==> src/rtl/polyunit_pkg.sv <==
// Shared encodings and helpers for the Kyber poly unit sequencer.
package polyunit_pkg;

  localparam logic [1:0] MODE_LOAD = 2'b00;
  localparam logic [1:0] MODE_NTT  = 2'b01;
  localparam logic [1:0] MODE_INTT = 2'b10;
  localparam logic [1:0] MODE_DUMP = 2'b11;

  localparam logic [2:0] ST_IDLE  = 3'd0;
  localparam logic [2:0] ST_LOAD  = 3'd1;
  localparam logic [2:0] ST_XFORM = 3'd2;
  localparam logic [2:0] ST_DRAIN = 3'd3;
  localparam logic [2:0] ST_DUMP  = 3'd4;
  localparam logic [2:0] ST_DONE  = 3'd5;

  function automatic int clog2(input int value);
    int r;
    r = 0;
    for (int i = 0; i < 31; i++) begin
      if ((1 << i) < value) r = i + 1;
    end
    return r;
  endfunction

endpackage

==> src/rtl/polyunit_agen.sv <==
// Pair/pass counters producing butterfly operand addresses and twiddle indices.
// A transform is AWID word stages plus one in-word pass, walked forward or reversed.
module polyunit_agen
  import polyunit_pkg::*;
#(
  parameter int DEPTH = 64,
  parameter int AWID  = 6
) (
  input  logic            clk,
  input  logic            rst,
  input  logic            clear_i,
  input  logic            issue_i,
  input  logic            nextPass_i,
  input  logic            inv_i,
  output logic [AWID-1:0] addrA_o,
  output logic [AWID-1:0] addrB_o,
  output logic [AWID:0]   tw_o,
  output logic            intra_o,
  output logic            lastIssue_o,
  output logic            lastPass_o
);

  localparam int PASS_W = clog2(AWID + 1);
  localparam logic [PASS_W-1:0] LAST_PASS      = PASS_W'(AWID);
  localparam logic [AWID-1:0]   LAST_WORD_PAIR = AWID'(DEPTH / 2 - 1);
  localparam logic [AWID-1:0]   LAST_INTRA     = AWID'(DEPTH - 1);
  localparam logic [AWID:0]     TW_ONE         = {{AWID{1'b0}}, 1'b1};

  logic [AWID-1:0]   pair_q, pair_d;
  logic [PASS_W-1:0] pass_q, pass_d;
  logic [PASS_W-1:0] stage, shamt, shamtUp;
  logic [AWID-1:0]   grp, halfBit, lowMask, wordA;

  // Word stage s pairs words half=2^(AWID-1-s) apart inside groups of 2*half.
  always_comb begin
    intra_o = inv_i ? (pass_q == '0) : (pass_q == LAST_PASS);
    stage   = inv_i ? (LAST_PASS - pass_q) : pass_q;
    shamt   = LAST_PASS - stage - PASS_W'(1);
    shamtUp = shamt + PASS_W'(1);
    halfBit = AWID'(1) << shamt;
    lowMask = halfBit - AWID'(1);
    grp     = pair_q >> shamt;
    wordA   = (grp << shamtUp) | (pair_q & lowMask);
    if (intra_o) begin
      addrA_o     = pair_q;
      addrB_o     = pair_q;
      tw_o        = {1'b1, pair_q};
      lastIssue_o = (pair_q == LAST_INTRA);
    end else begin
      addrA_o     = wordA;
      addrB_o     = wordA | halfBit;
      tw_o        = (TW_ONE << stage) + {1'b0, grp};
      lastIssue_o = (pair_q == LAST_WORD_PAIR);
    end
    lastPass_o = (pass_q == LAST_PASS);
  end

  always_comb begin
    pair_d = pair_q;
    pass_d = pass_q;
    if (issue_i) pair_d = lastIssue_o ? '0 : pair_q + AWID'(1);
    if (nextPass_i && !lastPass_o) pass_d = pass_q + PASS_W'(1);
    if (clear_i) begin
      pair_d = '0;
      pass_d = '0;
    end
  end

  always_ff @(posedge clk) begin
    if (rst) begin
      pair_q <= '0;
      pass_q <= '0;
    end else begin
      pair_q <= pair_d;
      pass_q <= pass_d;
    end
  end

endmodule

==> src/rtl/polyunit_seq.sv <==
// Sequencer and coefficient RAM arbiter for the Kyber poly unit:
// streamed load, forward/inverse transform issue, and streamed dump.
module polyunit_seq
  import polyunit_pkg::*;
#(
  parameter int WID    = 12,
  parameter int LANES  = 4,
  parameter int DEPTH  = 64,
  parameter int AWID   = 6,
  parameter int BF_LAT = 4,
  parameter int DWID   = WID * LANES
) (
  input  logic            clk,
  input  logic            rst,
  input  logic [1:0]      mode,
  input  logic            run,
  output logic            busy,
  output logic            done,
  input  logic            in_valid,
  output logic            in_ready,
  input  logic [DWID-1:0] in_data,
  output logic            out_valid,
  input  logic            out_ready,
  output logic [DWID-1:0] out_data,
  output logic [AWID-1:0] ram_ra,
  output logic            ram_re,
  input  logic [DWID-1:0] ram_rdata,
  output logic [AWID-1:0] ram_wa,
  output logic            ram_we,
  output logic [DWID-1:0] ram_wdata,
  output logic            bf_valid,
  output logic [AWID-1:0] bf_addr_a,
  output logic [AWID-1:0] bf_addr_b,
  output logic [AWID:0]   bf_tw,
  output logic            bf_intra,
  output logic            bf_inv,
  input  logic            wb_we,
  input  logic [AWID-1:0] wb_addr,
  input  logic [DWID-1:0] wb_data
);

  localparam logic [AWID-1:0] LAST_WORD = AWID'(DEPTH - 1);
  localparam logic [3:0]      DRAIN_END = 4'(BF_LAT - 1);

  logic [2:0]      state_q, state_d;
  logic [1:0]      mode_q;
  logic [AWID:0]   cnt_q;
  logic [AWID-1:0] popCnt_q;
  logic [3:0]      drainCnt_q;
  logic [DWID-1:0] fifoMem_q [2];
  logic            wrPtr_q, rdPtr_q;
  logic [1:0]      occ_q;
  logic            inflight_q;

  logic            loadFire, pop, xformPhase, drainEnd;
  logic [2:0]      credit, limit;
  logic            agIntra, agLastIssue, agLastPass;

  polyunit_agen #(
    .DEPTH(DEPTH),
    .AWID (AWID)
  ) u_agen (
    .clk        (clk),
    .rst        (rst),
    .clear_i    (state_q == ST_IDLE),
    .issue_i    (bf_valid),
    .nextPass_i (drainEnd),
    .inv_i      (mode_q == MODE_INTT),
    .addrA_o    (bf_addr_a),
    .addrB_o    (bf_addr_b),
    .tw_o       (bf_tw),
    .intra_o    (agIntra),
    .lastIssue_o(agLastIssue),
    .lastPass_o (agLastPass)
  );

  // A pop in the same cycle frees a FIFO slot, which keeps the dump at full rate.
  always_comb begin
    busy       = (state_q != ST_IDLE);
    done       = (state_q == ST_DONE);
    in_ready   = (state_q == ST_LOAD);
    loadFire   = in_ready && in_valid;
    xformPhase = (state_q == ST_XFORM) || (state_q == ST_DRAIN);
    drainEnd   = (state_q == ST_DRAIN) && (drainCnt_q == DRAIN_END);
    bf_valid   = (state_q == ST_XFORM);
    bf_intra   = bf_valid && agIntra;
    bf_inv     = xformPhase && (mode_q == MODE_INTT);
    out_valid  = (state_q == ST_DUMP) && (occ_q != 2'd0);
    out_data   = fifoMem_q[rdPtr_q];
    pop        = out_valid && out_ready;
    credit     = {1'b0, occ_q} + {2'b00, inflight_q};
    limit      = 3'd2 + {2'b00, pop};
    ram_re     = (state_q == ST_DUMP) && !cnt_q[AWID] && (credit < limit);
    ram_ra     = cnt_q[AWID-1:0];
  end

  always_comb begin
    ram_we    = 1'b0;
    ram_wa    = cnt_q[AWID-1:0];
    ram_wdata = in_data;
    if (state_q == ST_LOAD) begin
      ram_we = in_valid;
    end else if (xformPhase) begin
      ram_we    = wb_we;
      ram_wa    = wb_addr;
      ram_wdata = wb_data;
    end
  end

  always_comb begin
    state_d = state_q;
    case (state_q)
      ST_IDLE: begin
        if (run) begin
          case (mode)
            MODE_LOAD: state_d = ST_LOAD;
            MODE_DUMP: state_d = ST_DUMP;
            default:   state_d = ST_XFORM;
          endcase
        end
      end
      ST_LOAD:  if (loadFire && (cnt_q[AWID-1:0] == LAST_WORD)) state_d = ST_DONE;
      ST_XFORM: if (agLastIssue) state_d = ST_DRAIN;
      ST_DRAIN: if (drainEnd) state_d = agLastPass ? ST_DONE : ST_XFORM;
      ST_DUMP:  if (pop && (popCnt_q == LAST_WORD)) state_d = ST_DONE;
      ST_DONE:  state_d = ST_IDLE;
      default:  state_d = ST_IDLE;
    endcase
  end

  always_ff @(posedge clk) begin
    if (rst) begin
      state_q    <= ST_IDLE;
      mode_q     <= MODE_LOAD;
      cnt_q      <= '0;
      popCnt_q   <= '0;
      drainCnt_q <= '0;
      inflight_q <= 1'b0;
    end else begin
      state_q    <= state_d;
      if ((state_q == ST_IDLE) && run) mode_q <= mode;
      drainCnt_q <= ((state_q == ST_DRAIN) && (state_d == ST_DRAIN)) ? drainCnt_q + 4'd1 : 4'd0;
      inflight_q <= ram_re;
      if (state_q == ST_IDLE) begin
        cnt_q    <= '0;
        popCnt_q <= '0;
      end else begin
        if ((loadFire || ram_re) && !cnt_q[AWID]) cnt_q <= cnt_q + 1'b1;
        if (pop && (popCnt_q != LAST_WORD)) popCnt_q <= popCnt_q + 1'b1;
      end
    end
  end

  // Read data returns one cycle after the read strobe and lands in the FIFO tail.
  always_ff @(posedge clk) begin
    if (rst || (state_q == ST_IDLE)) begin
      fifoMem_q[0] <= '0;
      fifoMem_q[1] <= '0;
      wrPtr_q      <= 1'b0;
      rdPtr_q      <= 1'b0;
      occ_q        <= 2'd0;
    end else begin
      if (inflight_q) begin
        fifoMem_q[wrPtr_q] <= ram_rdata;
        wrPtr_q            <= ~wrPtr_q;
      end
      if (pop) rdPtr_q <= ~rdPtr_q;
      occ_q <= occ_q + {1'b0, inflight_q} - {1'b0, pop};
    end
  end

endmodule

==> config.mk <==
export PLATFORM = sky130hd
export DESIGN_NAME = polyunit_seq
export DESIGN_NICKNAME = d
export VERILOG_FILES = /design/src/rtl/polyunit_pkg.sv /design/src/rtl/polyunit_agen.sv /design/src/rtl/polyunit_seq.sv
export SDC_FILE = /design/constraint.sdc
export NUM_CORES = 1
export LEC_CHECK = 0
export BUFFER_PORTS_ARGS = -buffer_cell sky130_fd_sc_hd__buf_2
export CELL_PAD_IN_SITES_DETAIL_PLACEMENT = 1
export CELL_PAD_IN_SITES_GLOBAL_PLACEMENT = 1
export CORE_MARGIN = 2
export CORE_UTILIZATION = 28
export CTS_BUF_LIST = sky130_fd_sc_hd__clkbuf_8
export DETAILED_ROUTE_END_ITERATION = 12
export GPL_ROUTABILITY_DRIVEN = 0
export PLACE_DENSITY = 0.63
export SLEW_MARGIN = 15
export SYNTH_ARGS = -nofsm -noshare
export SYNTH_HDL_FRONTEND = slang
export SYNTH_SLANG_ARGS = --single-unit
==> constraint.sdc <==
create_clock -name clk -period 4.7 [get_ports clk]
set_input_delay 0.705 -clock clk [delete_from_list [all_inputs] [get_ports clk]]
set_output_delay 0.705 -clock clk [all_outputs]
set_load 0.1 [all_outputs]
==> reports/metrics.cfg, run 1 <==
[finish]
post-route-cell-area_um2=10200
syn_to_final_growth_pct=30.7
final_cells=1502
fin_nets=1293
drive_above_1_share_pct=37.4
antenna_cells=0

[job]
cap_viol_max_count=0

[sta]
hold_viol=0
slew_headroom_pct=31.9
setup_violations=0
fmax_ghz=0.222
setup_ws_ns=0.199
period_share_pct=95.8
rsz0062_at_grt=true
skew_ns=0.0178
tns_ns=0
timing.final.max_slew_violations=0
period_needed_ns=4.50
tightest_slew_ns=1.02

[placement]
hpwlAfterDp_mm=17.9
place_ws_ns=0.437
placed_area_um2=9820
port_buffers=293
placedCellCount=1470

[routing]
vias_per_cell=4.65
vias=6978
firstDrtPassIters=4
drt-initial-drc-count=298
ant_nets=0
wl_per_cell_um=16.2
drcViolationCount=0
wl_mm=24.3

[clock_network]
cts_buffers=17
numClockSinks=133
cts_tree=built
clk_pin_slew_worst_paths_ns=0.09
clk_path_buf_depth=2
post_cts_buffers=0
hold_buffers=0
insertion_delay_ns=0.45
cts_root_buffer=clkbuf_8
cts-htree-levels=4

[logic_synthesis]
synth_ff_type=edfxtp_1
ys_async_sr_fraction_pct=0
syn-cell-area_um2=7810
synth.avg_cell_area_um2=9.37
synth_cell_types=63
postSynthCellCount=834
post-synth-top-count-cell=nand2_1
syn-num-nets=1016
yosysSeqAreaShare_pct=46.4
yosys_warnings=0
synth.area.top_cells=edfxtp_1, nand2_1, dfxtp_1
synthTopCellsByCount=nand2_1, and2_1, edfxtp_1, mux2_2, nor2_1
yosys_register_bits=133
synth_edf_count=96
yosysTopAreaCellShare_pct=36.9
synth_largest_area_cell=edfxtp_1

[worst_setup_path]
rr_startpoint=state_q[0]
critPathLaunchType=flop
r2r_slack_ns=1.96
required_ns=3.99
critPathKind=flop to output pin
rr_worst_depth=5
worst_r2r_endpoint=fifoMem_q[1][33]
cp_data_arrival_time_ns=3.80
critPathCaptureType=output pin
cp_max_fo=8

[worst_hold_path]
whs_endpoint=drainCnt_q[0]
min_from=drainCnt_q[0]
min_path_cells=1
hp-class=flop to flop

[die]
core_area_um2=27600
rows=61
initial_utilization_pct=28.3
dieArea_um2=29300
chipWidth_um=171
die_h_um=171
ios=294

[power]
irDropWorstVdd_mv=0.156
power.leakage_uw=0.00490
power.density_nw_per_um2=340

[grt]
grt_pass1_vias=6843
antenna_found_initial=1
grt_start_max_net_pins=58
grt_pass1_wl_mm=37.0
overflow=0
grt_util_all_layers_pct=16.2

[run_status]
status=completed

where the power goes:
| part | switching (uW) | internal, uW |
|---|---|---|
| clock | 524 | 388 |
| sequential | 26.0 | 1340 |
| combinational | 986 | 209 |
| total | 1540 | 1940 |
what timing repair did:
action	in CTS	in global routing
endpoints found under the hold margin	0	0
resized for setup	1	5
setup endpoints to repair	1	2
pin swaps	0	0
cells in the final DEF, fill, tap and decap left out, types with 17 or more instances in the layout:
cell      instances
edfxtp_1         96
xnor2_1          17
dfxtp_1          36
inv_1            18
nor2_1           48
nand2_1         205
clkbuf_8         17
and2_1          104
mux2_2           49
ha_1             22
a21oi_1          19
buf_2           283
sequential cells by signal (all words and copies together) (netlist names), named ones only:
name           flops
fifoMem_q         96
cnt_q              7
popCnt_q           6
u_agen.pair_q      6
drainCnt_q         4
state_q            3
u_agen.pass_q      3
mode_q             2
occ_q              2
inflight_q         1
rdPtr_q            1
wrPtr_q            1
per-stage QoR:
step	power [uW]	hold WS [ns]	utilization, %
after floorplan	2340	0.418	-
after global placement	2590	0.433	35.5
after detailed placement	2600	0.439	35.5
after CTS	3530	0.459	36.9
after global routing	3630	0.476	37.0
final	3470	0.451	37.0
cells by family (layout without fill, tap and decap cells):
family / after synthesis / count (layout) / synth area share [%]
mux: 58 / 58 / 8.22
flops: 133 / 133 / 46.4
fa+ha+maj: 24 / 24 / 3.94
xor+xnor: 29 / 29 / 3.35
compound gates: 88 / 88 / 7.59
buf+inv: 71 / 361 / 3.92
simple gates: 431 / 431 / 26.6
cell type report:
| cell class | instances | area [um^2] |
|---|---|---|
| Tap cell | 378 | 473 |
| Multi-Input combinational cell | 630 | 3930 |
| Fill cell | 3305 | 17400 |
| Clock buffer | 17 | 234 |
| Inverter | 20 | 75.1 |
| Sequential cell | 133 | 3620 |
| Timing Repair Buffer | 309 | 1740 |
| Clock inverter | 15 | 135 |
worst max-delay path, stage by stage, from the launching register on:
cell      delay, ns
dfxtp_1        0.33
buf_4          0.17
ha_1           0.29
nor3b_2        0.27
xor2_1         0.44
nor3_1         0.14
ha_1           0.24
fa_1           0.41
a21o_1         0.19
a21oi_2        0.17
o21bai_1       0.08
a21oi_1        0.17
xnor2_1        0.14
nand2_1        0.11
buf_12         0.22
routing by layer:
layer / part of all wire (%) / vias up / GRT usage [%]
met5: 0.053 / - / 0
met4: 2.1 / 2 / 5.20
met3: 7.9 / 26 / 4.26
met2: 46 / 265 / 26.5
met1: 44 / 3299 / 20.7
li1: - / 3386 / -
worst max path at each step:
stage	depth (start not counted)	slack [ns]	start	end
finish	14	0.20	u_agen.pass_q[1]	bf_tw[6]
global route	14	-0.03	u_agen.pass_q[1]	bf_tw[6]
CTS	15	0.06	u_agen.pass_q[1]	bf_tw[6]
detailed placement	15	0.44	u_agen.pass_q[1]	bf_tw[6]
global placement	15	0.55	u_agen.pass_q[0]	bf_tw[6]
floorplan	9	-0.48	u_agen.pass_q[0]	bf_addr_a[2]
No activity file was read; power rests on OpenSTA's default activity.
==> run 2: changes to the inputs <==
--- a/config.mk
+++ b/config.mk
@@ -13,8 +13,9 @@
 export CTS_BUF_LIST = sky130_fd_sc_hd__clkbuf_8
 export DETAILED_ROUTE_END_ITERATION = 12
 export GPL_ROUTABILITY_DRIVEN = 0
-export PLACE_DENSITY = 0.63
+export PLACE_DENSITY = 0.62
 export SLEW_MARGIN = 15
 export SYNTH_ARGS = -nofsm -noshare
 export SYNTH_HDL_FRONTEND = slang
+export SYNTH_HIERARCHICAL = 1
 export SYNTH_SLANG_ARGS = --single-unit
==> reports/metrics.cfg, run 2 <==
[power]
irDropWorstVdd_mv=0.188
power.leakage_uw=0.00509
switching_share_pct=45.9
seqPwrFrac_pct=37.3
p_sw_uw=1700
power.density_nw_per_um2=342
power_frac_clock_pct=25.2
p_comb_share_pct=37.5
p_int_uw=2010

[routing]
drcViolationCount=0
wl_per_cell_um=17.1
firstDrtPassIters=4
vias=7311
drt-initial-drc-count=306
ant_nets=0
wl_mm=26.6
vias_per_cell=4.72

[logic_synthesis]
ys_async_sr_fraction_pct=0
synthAdderAreaFrac_pct=3.88
yosys_warnings=6
synth_top_family_by_area=simple AND/OR/NAND/NOR gates
yosysSeqAreaShare_pct=43.9
synth_compound_area_share_pct=9.68
synth_largest_area_cell=edfxtp_1
yosys_register_bits=133
synth.avg_cell_area_um2=9.46
yosysTopAreaCellShare_pct=35.0
syn-num-nets=1055
synthMuxAreaShare_pct=8.56
synthTopCellsByCount=nand2_1, and2_1, edfxtp_1, mux2_2, nor2_1
syn-cell-area_um2=8250
synth_edf_count=96
synthXorXnorAreaFrac_pct=2.12
post-synth-top-count-cell=nand2_1
synth.area.top_cells=edfxtp_1, nand2_1, dfxtp_1
synth-simple-area-share_pct=26.8
postSynthCellCount=872
synth_ff_type=edfxtp_1
synth_cell_types=90

[grt]
grt_pass1_vias=7573
antenna_found_initial=1
grt_start_max_net_pins=50
overflow=0
grt_pass1_wl_mm=41.2
grt_util_all_layers_pct=17.1

[die]
core_area_um2=28900
chipWidth_um=176
die_h_um=176
rows=62
ios=294
dieArea_um2=30800
initial_utilization_pct=28.6

[worst_setup_path]
startpoint=u_agen/pass_q[0]
cpMaxStageDelayCell=dfxtp_2
critPathCaptureType=output pin
crit_family=simple AND/OR/NAND/NOR gates
cp_data_arrival_time_ns=3.76
cp.depth=13
path_cells=inv_1, ha_4, xor2_1, mux2_4, nor2_8, ha_4, inv_1, a221o_2, a21oi_1, nor4_2, nor3_1, a311oi_4, buf_12
required_ns=3.99
cp_max_fo=11
slowest_delay_ns=0.38
critPathLaunchType=flop
r2r_slack_ns=1.50
rr_startpoint=u_agen/pass_q[2]
cp_num_buf_inv=3
rr_worst_depth=13
critPathKind=flop to output pin

[clock_network]
cts_root_buffer=clkbuf_8
cts_tree=built
clk_path_buf_depth=2
insertion_delay_ns=0.45
cts-htree-levels=4
post_cts_buffers=0
numClockSinks=133
clk_pin_slew_worst_paths_ns=0.08
cts_buffers=17

[finish]
syn_to_final_growth_pct=31.8
drive_above_1_share_pct=39.9
final_cell_mix=buf_2, nand2_1, and2_1
regMostFlops=fifoMem_q
largest_reg_flops=96
top_regs=fifoMem_q (96), cnt_q (7)
mostFrequentLayoutCell=buf_2
fin_nets=1335

[sta]
setup_violations=0
period_needed_ns=4.47
hold_viol=0
whs_ns=0.463
slew_headroom_pct=37.8
timing.final.max_slew_violations=0
period_share_pct=95.0
tightest_slew_ns=0.931
rsz0062_at_grt=true
fmax_ghz=0.224
setup_ws_ns=0.235
skew_ns=0.0128

[placement]
hpwlAfterDp_mm=20.1
place_ws_ns=0.314
port_buffers=293

[job]
cap_viol_max_count=0

[run_status]
status=completed

[worst_hold_path]
min_from=drainCnt_q[0]
hp-class=flop to flop
min_path_cells=1

run 2: cell count changes after synthesis, moves of 5 or more:
| cell | previous run | this run |
|---|---|---|
| buf_1 | 2 | 9 |
| a21oi_1 | 21 | 27 |
| buf_4 | 7 | 16 |
| buf_2 | 3 | 8 |
| nor3_1 | 14 | 5 |
| clkbuf_1 | 36 | 22 |
| xnor2_1 | 17 | 10 |
| nor2_1 | 49 | 44 |
| inv_1 | 19 | 25 |
run 2: cell type report:
| cell class | instances | area (um^2) |
|---|---|---|
| clock buffer | 17 | 234 |
| timing repair buffer | 320 | 1870 |
| inverter | 27 | 101 |
| tap | 384 | 480 |
| clock inverter | 15 | 155 |
| fill | 3412 | 18000 |
| sequential | 133 | 3630 |
| antenna | 1 | 2.50 |
| multi-input combinational | 653 | 4400 |
run 2: layer usage:
metal	up-vias	GRT usage (%)	share of wire (%)
met5	-	0	0
met4	0	3.86	1.2
met3	15	4.98	7.0
met2	246	29.8	49
met1	3473	20.8	43
li1	3577	-	-
run 2: repair_timing:
| action | 4_1_cts | 5_1_grt |
|---|---|---|
| hold buffers | 0 | 0 |
| pin swaps | 0 | 1 |
| setup endpoints to repair | 3 | 3 |
| gates resized for setup | 7 | 10 |
run 2: logic make-up (layout without fill, tap and decap cells):
group                    after synthesis  after routing
XOR/XNOR                              20             20
flip-flops                           133            133
adder cells (fa/ha/maj)               25             25
multiplexers                          64             64
other                                  0              1
AND/OR/NAND/NOR                      434            434
buffers and inverters                 86            379
AO/OA/AOI/OAI                        110            110
run 2: worst reg2reg max path, cell delays in order, from the launching register on:
cell and delay (ns):
dfxtp_1 0.57, buf_4 0.25, nor2b_1 0.22, a22oi_1 0.09
buf_4 0.21, inv_1 0.07, buf_4 0.26, nand2_1 0.17
a21oi_1 0.29, nand3b_1 0.12, o21a_1 0.13, o221a_1 0.25
or3_4 0.40, nor2_1 0.11
run 2: path summary, 6_finish.rpt:
| check | to |
|---|---|
| hold reg to reg | drainCnt_q[0] |
| setup / recovery | bf_addr_a[5] |
| hold / removal | drainCnt_q[0] |
| setup reg to reg | drainCnt_q[3] |
run 2: stage by stage:
step | area (um^2) | power (uW) | TNS (ns) | cells | util (%)
floorplan | 8370 | 2520 | -0.0155 | 872 | -
global placement | 10400 | 2800 | 0 | 1517 | 36.1
detailed placement | 10400 | 2810 | 0 | 1517 | 36.1
CTS | 10800 | 3760 | 0 | 1549 | 37.5
global route | 10900 | 3880 | -0.0281 | 1549 | 37.6
finish | 10900 | 3710 | 0 | 1550 | 37.6
run 2: power groups by stage:
stage               registers, uW  clock network (uW)  logic [uW]
finish                       1380                 937        1390
global route                 1390                1020        1460
CTS                          1380                 974        1410
detailed placement           1410                   0        1400
global placement             1410                   0        1400
floorplan                    1400                   0        1120
